**config.mk**
```make
export PLATFORM = sky130hd
export DESIGN_NAME = sub_pipe_nbit
export DESIGN_NICKNAME = d
export VERILOG_FILES = /design/src/rtl/sub_pkg.sv /design/src/rtl/sub_cla_slice.sv /design/src/rtl/sub_pipe_nbit.sv
export SDC_FILE = /design/constraint.sdc
export NUM_CORES = 1
export LEC_CHECK = 0
export BUFFER_PORTS_ARGS = -buffer_cell sky130_fd_sc_hd__buf_2
export CAP_MARGIN = 20
export CORE_MARGIN = 3
export CORE_UTILIZATION = 60
export DETAILED_ROUTE_END_ITERATION = 10
export PLACE_DENSITY = 0.77
export SYNTH_ARGS = -nofsm -noshare
export SYNTH_HDL_FRONTEND = slang
export SYNTH_SLANG_ARGS = --single-unit
```
**constraint.sdc**
```tcl
create_clock -name clk -period 8.14 [get_ports clk]
set_input_delay 0.814 -clock clk [delete_from_list [all_inputs] [get_ports clk]]
set_output_delay 0.814 -clock clk [all_outputs]
set_load 0.01 [all_outputs]
```
**src/rtl/sub_pkg.sv**
```systemverilog
// Shared helpers for the pipelined add/subtract unit: slice sizing and
// 4-bit group propagate/generate equations.
package sub_pkg;

    localparam int MIN_SW = 4;

    function automatic int sw_f(input int width, input int stages);
        return width / stages;
    endfunction

    // Returns {group_propagate, group_generate} for one 4-bit group.
    // Propagate is the OR form (a | b'), so generate implies propagate.
    function automatic logic [1:0] cla4_f(input logic [3:0] g, input logic [3:0] p);
        logic pp;
        logic gg;
        pp = &p;
        gg = g[3] | (p[3] & g[2]) | (p[3] & p[2] & g[1]) | (p[3] & p[2] & p[1] & g[0]);
        return {pp, gg};
    endfunction

endpackage

```
**src/rtl/sub_cla_slice.sv**
```systemverilog
// Combinational SW-bit carry-lookahead adder slice: 4-bit P/G groups with a
// group-level lookahead feeding each group's carry-in.
module sub_cla_slice
    import sub_pkg::*;
#(
    parameter int SW = 16
) (
    input  logic [SW-1:0] a,
    input  logic [SW-1:0] b,
    input  logic          cin,
    output logic [SW-1:0] sum,
    output logic          cout,
    output logic          pg,
    output logic          gg
);

    localparam int NG = (SW + 3) / 4;
    localparam int PW = NG * 4;

    logic [PW-1:0] g;
    logic [PW-1:0] p;
    logic [PW-1:0] x;
    logic [PW:0]   c;
    logic [NG-1:0] grp_p;
    logic [NG-1:0] grp_g;
    logic [NG:0]   cg;

    always_comb begin
        // Pad bits propagate and never generate, so a partial top group is transparent.
        g = '0;
        p = '1;
        x = '0;
        g[SW-1:0] = a & b;
        p[SW-1:0] = a | b;
        x[SW-1:0] = a ^ b;

        cg[0] = cin;
        gg    = 1'b0;
        for (int j = 0; j < NG; j++) begin
            {grp_p[j], grp_g[j]} = cla4_f(g[4*j +: 4], p[4*j +: 4]);
            cg[j+1] = grp_g[j] | (grp_p[j] & cg[j]);
            gg      = grp_g[j] | (grp_p[j] & gg);
        end
        pg = &grp_p;

        c = '0;
        for (int j = 0; j < NG; j++) begin
            c[4*j] = cg[j];
            for (int t = 1; t < 4; t++) begin
                c[4*j+t] = g[4*j+t-1] | (p[4*j+t-1] & c[4*j+t-1]);
            end
        end
        c[PW] = cg[NG];

        cout = c[SW];
        sum  = x[SW-1:0] ^ c[SW-1:0];
    end

endmodule

```
**src/rtl/sub_pipe_nbit.sv**
```systemverilog
// Pipelined WIDTH-bit add/subtract: one SW-bit slice resolved per stage, carry
// registered between stages, elastic valid/ready flow with collapsing bubbles.
module sub_pipe_nbit
    import sub_pkg::*;
#(
    parameter int WIDTH  = 64,
    parameter int STAGES = 4
) (
    input  logic             clk,
    input  logic             rst_n,
    input  logic             in_valid,
    output logic             in_ready,
    input  logic             op_sub,
    input  logic [WIDTH-1:0] din1,
    input  logic [WIDTH-1:0] din2,
    output logic             out_valid,
    input  logic             out_ready,
    output logic [WIDTH-1:0] dout,
    output logic             bout,
    output logic             ovf
);

    localparam int SW = sw_f(WIDTH, STAGES);

    if ((WIDTH % STAGES) != 0 || (WIDTH / STAGES) < MIN_SW) begin : g_bad_params
        $error("sub_pipe_nbit: WIDTH must split into STAGES slices of at least %0d bits", MIN_SW);
    end

    // b holds the mode-adjusted operand (inverted for subtract); borrow is in carry form.
    typedef struct packed {
        logic             op_sub;
        logic             borrow;
        logic [WIDTH-1:0] a;
        logic [WIDTH-1:0] b;
        logic [WIDTH-1:0] res;
    } stage_t;

    stage_t            st_q [STAGES];
    stage_t            st_d [STAGES];
    logic [STAGES-1:0] v_q;
    logic [STAGES:0]   vchain;
    logic [STAGES-1:0] load;
    logic [STAGES:0]   adv;

    assign vchain      = {v_q, in_valid};
    assign adv[STAGES] = out_ready;

    for (genvar k = 0; k < STAGES; k++) begin : g_stage
        stage_t          src;
        stage_t          nxt;
        logic [SW-1:0]   sum;
        logic            cout;
        logic            pg_unused;
        logic            gg_unused;

        assign load[k] = ~v_q[k] | adv[k+1];
        assign adv[k]  = load[k];

        if (k == 0) begin : g_src_in
            always_comb begin
                src.op_sub = op_sub;
                src.borrow = op_sub;
                src.a      = din1;
                src.b      = op_sub ? ~din2 : din2;
                src.res    = '0;
            end
        end else begin : g_src_pipe
            assign src = st_q[k-1];
        end

        sub_cla_slice #(.SW(SW)) u_slice (
            .a   (src.a[k*SW +: SW]),
            .b   (src.b[k*SW +: SW]),
            .cin (src.borrow),
            .sum (sum),
            .cout(cout),
            .pg  (pg_unused),
            .gg  (gg_unused)
        );

        always_comb begin
            nxt                 = src;
            nxt.res[k*SW +: SW] = sum;
            nxt.borrow          = cout;
        end

        assign st_d[k] = nxt;
    end

    always_ff @(posedge clk or negedge rst_n) begin
        if (!rst_n) begin
            v_q <= '0;
            for (int k = 0; k < STAGES; k++) begin
                st_q[k] <= '0;
            end
        end else begin
            for (int k = 0; k < STAGES; k++) begin
                if (load[k]) begin
                    v_q[k] <= vchain[k];
                end
                if (load[k] && vchain[k]) begin
                    st_q[k] <= st_d[k];
                end
            end
        end
    end

    assign in_ready  = adv[0];
    assign out_valid = v_q[STAGES-1];
    assign dout      = st_q[STAGES-1].res;
    assign bout      = st_q[STAGES-1].op_sub ^ st_q[STAGES-1].borrow;
    assign ovf       = (st_q[STAGES-1].a[WIDTH-1] == st_q[STAGES-1].b[WIDTH-1]) &&
                       (st_q[STAGES-1].res[WIDTH-1] != st_q[STAGES-1].a[WIDTH-1]);

endmodule
```
## After elaboration in Yosys (flattened, before gate mapping)

Index checks and enable logic that the tools add are counted.

| storage, ports and cells | value |
|---|---|
| bits in registers | 684 |
| bits in latches | 0 |
| memory bits (writable) | 0 |
| bits in read-only memories | 0 |
| input port bits | 133 |
| output and inout bits | 68 |
| word-level logic and storage cells | 330 |
| memories | 0 |

| operators by class | value |
|---|---|
| add/sub/neg operators | 0 |
| $mul | 0 |
| div/mod/pow operators | 0 |
| order comparisons | 0 |
| eq/ne operators | 2 |
| shift operators | 0 |
| muxes and demuxes | 1 |
| bitwise operators | 282 |
| reduce and logical (&&, ||, !) cells | 21 |

Operators by type and width:

| kind | number |
|---|---|
| bitwise AND 1 bit | 144 |
| XOR 16 bit | 8 |
| bitwise OR 1 bit | 116 |
| bitwise AND 16 bit | 4 |
| two-way mux 64 bit | 1 |
| inverter 64 bit | 1 |
| bitwise OR 16 bit | 4 |
| AND reduction 4 bit | 16 |
| logical AND 1 bit | 5 |
| inverter 1 bit | 4 |
| equality test 1 bit | 1 |
| != test 1 bit | 1 |
| XOR 1 bit | 1 |

## Longest topological paths before layout

Gate-level depths: netlist (run 1).

| logic depth | value |
|---|---|
| depth in word-level cells | 19 |
| depth in mapped cells | 16 |
| mapped depth without buffers | 13 |

## Cells and area by module

A second synthesis (run 1) with hierarchy kept.

| unflattened totals | value |
|---|---|
| cells, all modules | 1402 |
| area total of the unflattened synthesis | 19173.4 um2 |

By module, submodules not included:

| module | instances | cells each | area an instance (um2) | sequential area each (um2) |
|---|---|---|---|---|
| sub_pipe_nbit | 1 | 918 | 14899.3 | 9158.8 |
| sub_cla_slice | 4 | 121 | 1068.5 | 0.0 |

## Worst setup path after synthesis (run 1)

No wires, ideal clock.

| path | value |
|---|---|
| path kind | input port to flip-flop |
| start point | input port op_sub |
| end point | register st_q, in the netlist g_stage[1].nxt[11] |
| setup time | 0.076 ns |
| arrival | 4.140 ns |
| data required time | 8.064 ns |
| setup slack | 3.924 ns |
| stages | 13 |
| path buffers | 3 |
| cells stage by stage | buf_2 > buf_2 > buf_2 > xor2_1 > inv_1 > ha_1 > or4_1 > o211a_1 > fa_1 > fa_1 > fa_1 > xor2_1 > o21ai_1 |

| between the ends | value |
|---|---|
| longest elaborated chain between the ends | 16 |
| elaborated cells on any way between the ends | 33 |
| classes of those cells | mux: 1; bitwise: 30; reduce/logical: 2 |

Ends and longest elaborated chain:

| what | RTL line | source |
|---|---|---|
| from (decl) | sub_pipe_nbit.sv:13 | `input logic op_sub,` |
| two-way mux 64 bit | sub_pipe_nbit.sv:64 | `src.b = op_sub ? ~din2 : din2;` |
| bitwise OR 16 bit / bitwise AND 16 bit (equally long branches) | sub_cla_slice.sv:34, sub_cla_slice.sv:33 |  |
| bitwise AND 1 bit | sub_pkg.sv:17 | `gg = g[3] \| (p[3] & g[2]) \| (p[3] & p[2] & g[1]) \| (p[3] & p[2] & p[1] & g[0]);` |
| bitwise OR 1 bit / bitwise AND 1 bit (equally long branches) (2 in series) | sub_pkg.sv:17 |  |
| bitwise OR 1 bit | sub_pkg.sv:17 |  |
| bitwise OR 1 bit | sub_cla_slice.sv:41 | `cg[j+1] = grp_g[j] \| (grp_p[j] & cg[j]);` |
| bitwise AND 1 bit | sub_cla_slice.sv:41 |  |
| bitwise OR 1 bit | sub_cla_slice.sv:41 |  |
| bitwise AND 1 bit | sub_cla_slice.sv:50 | `c[4*j+t] = g[4*j+t-1] \| (p[4*j+t-1] & c[4*j+t-1]);` |
| bitwise OR 1 bit | sub_cla_slice.sv:50 |  |
| bitwise AND 1 bit | sub_cla_slice.sv:50 |  |
| bitwise OR 1 bit | sub_cla_slice.sv:50 |  |
| bitwise AND 1 bit | sub_cla_slice.sv:50 |  |
| bitwise OR 1 bit | sub_cla_slice.sv:50 |  |
| XOR 16 bit * | sub_cla_slice.sv:56 | `sum = x[SW-1:0] ^ c[SW-1:0];` |
| to (signal, indexed assignment) | sub_pipe_nbit.sv:102 | `st_q[k] <= st_d[k];` |
| to (decl) | sub_pipe_nbit.sv:38 | `stage_t st_q [STAGES];` |

Every way passes the cells marked *; elsewhere a longest branch is shown, timed or not.
A chain may end at the register's enable or synchronous reset.

## Final worst setup path (run 1)

Ends and elaborated chain as after synthesis.

==> results of run 1 <==
==> cells by family after synthesis <==
logic type,count (synthesis)
xor gates and xnor gates,82
DFF,366
buffers and inverters,295
muxes,149
AOI/OAI and AO/OA,189
and+or+nand+nor,435
adders and majority gates,175
==> per-layer routing <==
metal / track usage, % / share of wire, % / wire length (um) / vias to the layer above
met2: 37.6 / 49 / 17600 / 254
met5: 0 / 0.058 / 21 / -
li1: - / - / - / 5530
met3: 4.11 / 5.1 / 1850 / 72
met1: 29.6 / 44 / 15700 / 5800
met4: 6.26 / 2.3 / 830 / 4
==> cell type report <==
type / count / area (sq um) / share of cell area, %
inverter: 162 / 608 / 2.97
multi-input combinational: 1030 / 7790 / 38.0
clock inverter: 21 / 213 / 1.04
timing repair buffer: 212 / 1140 / 5.58
tap: 390 / 488 / 2.38
sequential: 366 / 9160 / 44.7
clock buffer: 48 / 1100 / 5.36
==> worst max-delay path by stage <==
stage,to,slack [ns]
floorplan,g_stage[1].nxt[11],3.92
global placement,g_stage[1].nxt[11],3.55
detailed placement,g_stage[1].nxt[11],3.51
CTS,g_stage[1].nxt[11],4.04
global route,g_stage[1].nxt[11],3.78
finish,g_stage[1].nxt[11],4.04
==> state kept, by name (all words and copies together), names as in the netlist <==
register / cells
dout: 64
st_q: 4
v_q: 4
g_stage.src: 3
g_stage.nxt: 291
==> per-stage QoR <==
stage               instances  instance area (sq um)  setup slack, ns  hold slack, ns
finish                   2229                  20500             4.04           0.358
global placement         2158                  19100             3.55           0.443
detailed placement       2158                  19100             3.51           0.450
global route             2229                  20500             3.78           0.470
floorplan                1691                  18300             3.92           0.433
CTS                      2227                  20500             4.04           0.441
==> report_power, final <==
group / internal [mW] / switching (mW) / total, mW / leakage, nW
logic: 0.881 / 0.979 / 1.86 / 5.22
clock network: 1.09 / 0.701 / 1.79 / 0.669
registers: 2.43 / 0.401 / 2.83 / 4.37
==> cells in the mapped netlist (2+ instances only) <==
master	number
a221oi_1	2
o21ai_1	8
or4_1	4
xnor2_1	62
mux2_2	148
inv_1	162
nor2b_1	9
ha_1	128
o22ai_1	2
nand2b_1	10
buf_2	37
o21a_1	2
buf_4	67
or2_2	4
xor2_1	20
buf_1	3
nand3_1	2
o21ai_0	84
nor2_1	61
clkbuf_1	26
o31ai_1	7
a211oi_1	2
a21oi_1	73
nand2_1	323
nand4b_1	3
dfrtp_1	366
nor3_1	7
fa_1	47
nor4_1	5
==> critical path, delay by kind of cell <==
family | cells | cell delay (ns)
adder cells (fa/ha/maj) | 4 | 1.45
XOR/XNOR | 2 | 0.41
buffers and inverters | 3 | 1.10
AND/OR/NAND/NOR | 2 | 0.19
AO/OA/AOI/OAI | 3 | 0.47
==> run metrics, run 1 <==
status=finished, final reports clean; Yosys top cell area share=between 40% and 50%; slew margin rel.=32.5%; Yosys reg bits=366; synthesized cell area=18300 sq um; Final Setup Violations=0; Clock transition at path regs=0.06 ns; final core utilization=68.6%; Critical Path Sink Type=flip-flop; R2R depth=11; Mapped Avg Cell Area=10.8 sq um; Post-CTS Setup Inserts=0; H-tree levels=2; DRT iter0 DRCs=571; clk_lat worst skew=0.51 ns; critical path type=input pin to flip-flop; first-pass GRT wire length=around 60 mm; commonest non-fill, non-tap cell in the layout=dfrtp_1; detailed-route DRC error count=0; num ports=201; CP max-delay cell=buf_4; Initial Util=61.3%; main combinational cell family by area after synthesis=adder cells; die height=181 um; cells after synthesis=1691; CP Data Arrival Time=4.46 ns; largest net degree at the start of global routing=157; cts repair resizes=0; final hold vios=0; Req. time, crit path=8.50 ns; Setup TNS=0 ns; vias post-DR=11660; Max Buffers Root-to-Sink=3; initial antenna violation count=2; CP startpoint=op_sub; total power per unit cell area=approximately 320 nW/um^2; gr ovfl total=0; All-Layer GR Usage=between 20 and 25%; Core Box Area=29900 sq um; Post-Route WL=36.0 mm; final antenna-violating net count=0; Tmin final=4.10 ns; CP Launch Type=input pin; CP Cell Sequence=buf_4, buf_4, xor2_1, inv_1, ha_1, nor2b_1, o21a_1, nor3_1, o211a_1, fa_1, fa_1, fa_1, xor2_1, o21ai_1; Synth Area in Compound Gates=5.61%; Die W=between 150 and 200 um; Max Cap Viol=0; Synth Flop Type=dfrtp_1; reg2reg setup slack=about 4.8 ns; FF-to-FF End=g_stage[3].nxt[43]; Final period util=50.4%; layout cell share with drive strength beyond 1=24.1%; worst vdd rail ir drop=0.000161 V; HPWL after DPL=23.8 mm; Seq/Total Area, Yosys=50.0%; Worst Path Max Fanout=57; CTS tree=yes; share of flip-flops with an asynchronous set or reset=100%; LEAKAGE=roughly 10 nW; WL/cell=16.1 um; adder-cell share of the synthesized area=13.9%; fmax=244 MHz; Synth Net Count=approximately 2000; RSZ-0062 raised after global routing=false; cts hold-fix bufs=0; die area=32700 sq um; Antenna Cells=0; clk sink count=366; drt pass-1 iters=5; cell taking the most area after synthesis=dfrtp_1; Rows=63; R2R Path Start=g_stage[2].nxt[98]; most frequent cells in the layout=dfrtp_1 (366), nand2_1 (320), buf_2 (198); nets@finish=2119; simple-gate share of the synthesized area=9.81%; Fillers=2241; Via density=5.23; synthesis warning total=0; CTS root buffer=clkbuf_16; total power=6.48 mW; worst slew pin tran=1.01 ns; Inserted Clock Buffers=39; EDFF count, synth=0; most used cell, CP=fa_1; area grow syn2layout=11.9%; Synth Area in XOR/XNOR=3.92%; Layout Skew=0.0134 ns; Hold/Removal Path Class=input pin to async pin; Area contributors post-synth=dfrtp_1 (50%), mux2_2 (9.1%), ha_1 (8.7%); vias in the first global route=around 12000; post-synthesis mux area share=9.15%; number of port buffers=200; Critical Path Max Stage Delay=0.82 ns; Slew Viols, Final=0; Placer Congestion=0.821; post-synth cell types=46
(Power assumes the default switching activity.)
==> inputs of run 2 (changes only) <==
--- a/config.mk
+++ b/config.mk
@@ -8,9 +8,9 @@
 export BUFFER_PORTS_ARGS = -buffer_cell sky130_fd_sc_hd__buf_2
 export CAP_MARGIN = 20
 export CORE_MARGIN = 3
-export CORE_UTILIZATION = 60
+export CORE_UTILIZATION = 54
 export DETAILED_ROUTE_END_ITERATION = 10
-export PLACE_DENSITY = 0.77
+export PLACE_DENSITY = 0.73
 export SYNTH_ARGS = -nofsm -noshare
 export SYNTH_HDL_FRONTEND = slang
 export SYNTH_SLANG_ARGS = --single-unit
==> constraint.sdc (replaced) <==
create_clock -name clk -period 3.5 [get_ports clk]
set_input_delay 0.35 -clock clk [delete_from_list [all_inputs] [get_ports clk]]
set_output_delay 0.35 -clock clk [all_outputs]
set_load 0.01 [all_outputs]
==> run 2 against run 1 <==
Compared with the run above: clock skew increased by 0.0036 ns; sequential share of layout area is 0.58 points lower; sequential cell count did not move; hold slack got worse by 0.33 ns; core utilization shrank 5.7 points; register-to-register slack got worse by 4.6 ns; routed wire length increased by 0.33%; first-iteration DRC count fell by 17%; critical path depth decreased by 3; non-clock buffer count up 19; global-route usage down 1.8 points.
==> run metrics, run 2 (synthesized netlist as in run 1, its figures left out) <==
Clock transition at path regs=0.06 ns (about the same); fmax=309 MHz; gr ovfl total=0 (unchanged); area grow syn2layout=13.3%; CTS tree=yes; uppermost routed layer=met5; Worst Path Max Fanout=4 (-93%); Final period util=92.4%; status=finished, final reports clean; DRT iter0 DRCs=472 (-17%); cts hold-fix bufs=7 (+7); drt pass-1 iters=4 (-1); commonest non-fill, non-tap cell in the layout=dfrtp_1; slew margin rel.=40.2% (+7.7 points); num ports=201 (unchanged); die height=190 um (+5.2%); Rows=66 (+4.8%); WL/cell=15.7 um (-2.9%); clk_lat worst skew=0.52 ns (about the same); nets@finish=2139 (+0.94%); max reg flops=291 (unchanged); Layout Skew=0.0170 ns (+0.00359 ns); number of port buffers=200 (unchanged); Max Cap Viol=0 (unchanged); Cell Count, Final, Fillers Out=2303 (+3.3%); final core utilization=62.9% (-5.7 points); Req. time, crit path=3.88 ns (-4.62 ns); All-Layer GR Usage=20.4% (-1.8 points); initial antenna violation count=1 (-1); Setup TNS=0 ns (unchanged); detailed-route DRC error count=0 (unchanged); CP Data Arrival Time=3.61 ns (-0.85 ns); vias post-DR=11547 (-0.97%); die area=36200 sq um (+11%); Critical Path Sink Type=flip-flop; critical path type=flip-flop to flip-flop; RSZ-0062 raised after global routing=false; DP Cell Count=2224 (+3.1%); vias in the first global route=12142 (-1.3%); Final Setup Violations=0 (unchanged); Core Box Area=33000 sq um (+11%); worst vdd rail ir drop=0.000382 V (+140%); CP Launch Type=flip-flop; met2 wire length=17.6 mm (about the same); H-tree levels=2 (unchanged); largest net degree at the start of global routing=109 (-31%); Via density=5.01 (-4.2%); worst slew pin tran=0.897 ns (-0.115 ns); WL met1=16.1 mm (+2.6%); reg2reg setup slack=0.27 ns (-4.56 ns); Post-Route WL=36.1 mm (+0.33%); most frequent cells in the layout=dfrtp_1 (366), nand2_1 (320), buf_2 (198); HPWL after DPL=25.3 mm (+6.7%); Antenna Cells=0 (unchanged); Placer Congestion=0.833 (+1.5%); Initial Util=55.5% (-5.9 points); Inserted Clock Buffers=40 (+2.6%); cts repair resizes=0 (unchanged); CTS root buffer=clkbuf_16; total power per unit cell area=723 nW/um^2 (+130%); Tmin final=3.23 ns; LEAKAGE=10.3 nW (+0.81%); Slew Viols, Final=0 (unchanged); final antenna-violating net count=0 (unchanged); final hold vios=0 (unchanged); Die W=190 um (+5.2%); layout cell share with drive strength beyond 1=24.2% (+0.037 points); Post-CTS Setup Inserts=0 (unchanged); first-pass GRT wire length=60.1 mm (about the same); Max Buffers Root-to-Sink=3 (unchanged); Hold/Removal Path Class=input pin to flip-flop; WL met3=1.33 mm (-28%); clk sink count=366 (unchanged)
[run 2: where the power goes]
| group | switching [mW] | leakage [nW] | total, mW | internal (mW) |
|---|---|---|---|---|
| Sequential | 0.934 | 4.37 | 6.59 | 5.65 |
| Combinational | 2.21 | 5.32 | 4.27 | 2.05 |
| Clock | 1.65 | 0.654 | 4.17 | 2.52 |
[run 2: layout make-up]
class                   count  area (sq um)
repair buffers            231          1340
clock buffers              61          1200
fillers                  2705         12300
well taps                 442           553
inverters                 162           608
flip-flops and latches    366          9160
multi-input cells        1030          7790
clock inverters            11           116
[run 2: through the flow]
step                worst slack, ns  hold WS, ns  instance area [sq um]  total power, mW
global placement             0.0776        0.443                  19400             10.7
floorplan                   0.00384       0.0544                  18400             9.86
detailed placement          -0.0740        0.450                  19400             11.0
CTS                           0.275      0.00579                  20800             15.2
global route                 0.0540       0.0252                  20800             16.1
finish                        0.267       0.0310                  20800             15.0
[run 2: worst max-delay path: stages (launching register included)]
cell and delay [ns]:
dfrtp_1 0.42, inv_1 0.08, ha_1 0.18, nor2_1 0.05
a221oi_1 0.40, a21oi_1 0.16, or2_2 0.33, fa_1 0.39
fa_1 0.40, fa_1 0.41, xnor2_1 0.18, o21ai_0 0.09
[run 2: final timing paths]
kind / start / endpoint / depth (start not counted)
max: g_stage[2].nxt[98] / g_stage[3].nxt[43] / 11
max reg2reg: g_stage[2].nxt[98] / g_stage[3].nxt[43] / 11
min reg2reg: g_stage[2].nxt[15] / g_stage[3].nxt[15] / 2
min: din1[18] / g_stage[1].nxt[146] / 3
max in group asynchronous: rst_n / g_stage[1].nxt[172] / 3
min in group asynchronous: rst_n / g_stage[3].nxt[26] / 2
[run 2: per-layer routing]
layer	track usage (%)	up-vias
met4	6.41	2
met1	27.2	5690
met2	34.9	213
met3	2.90	65
li1	-	5577
met5	0	-
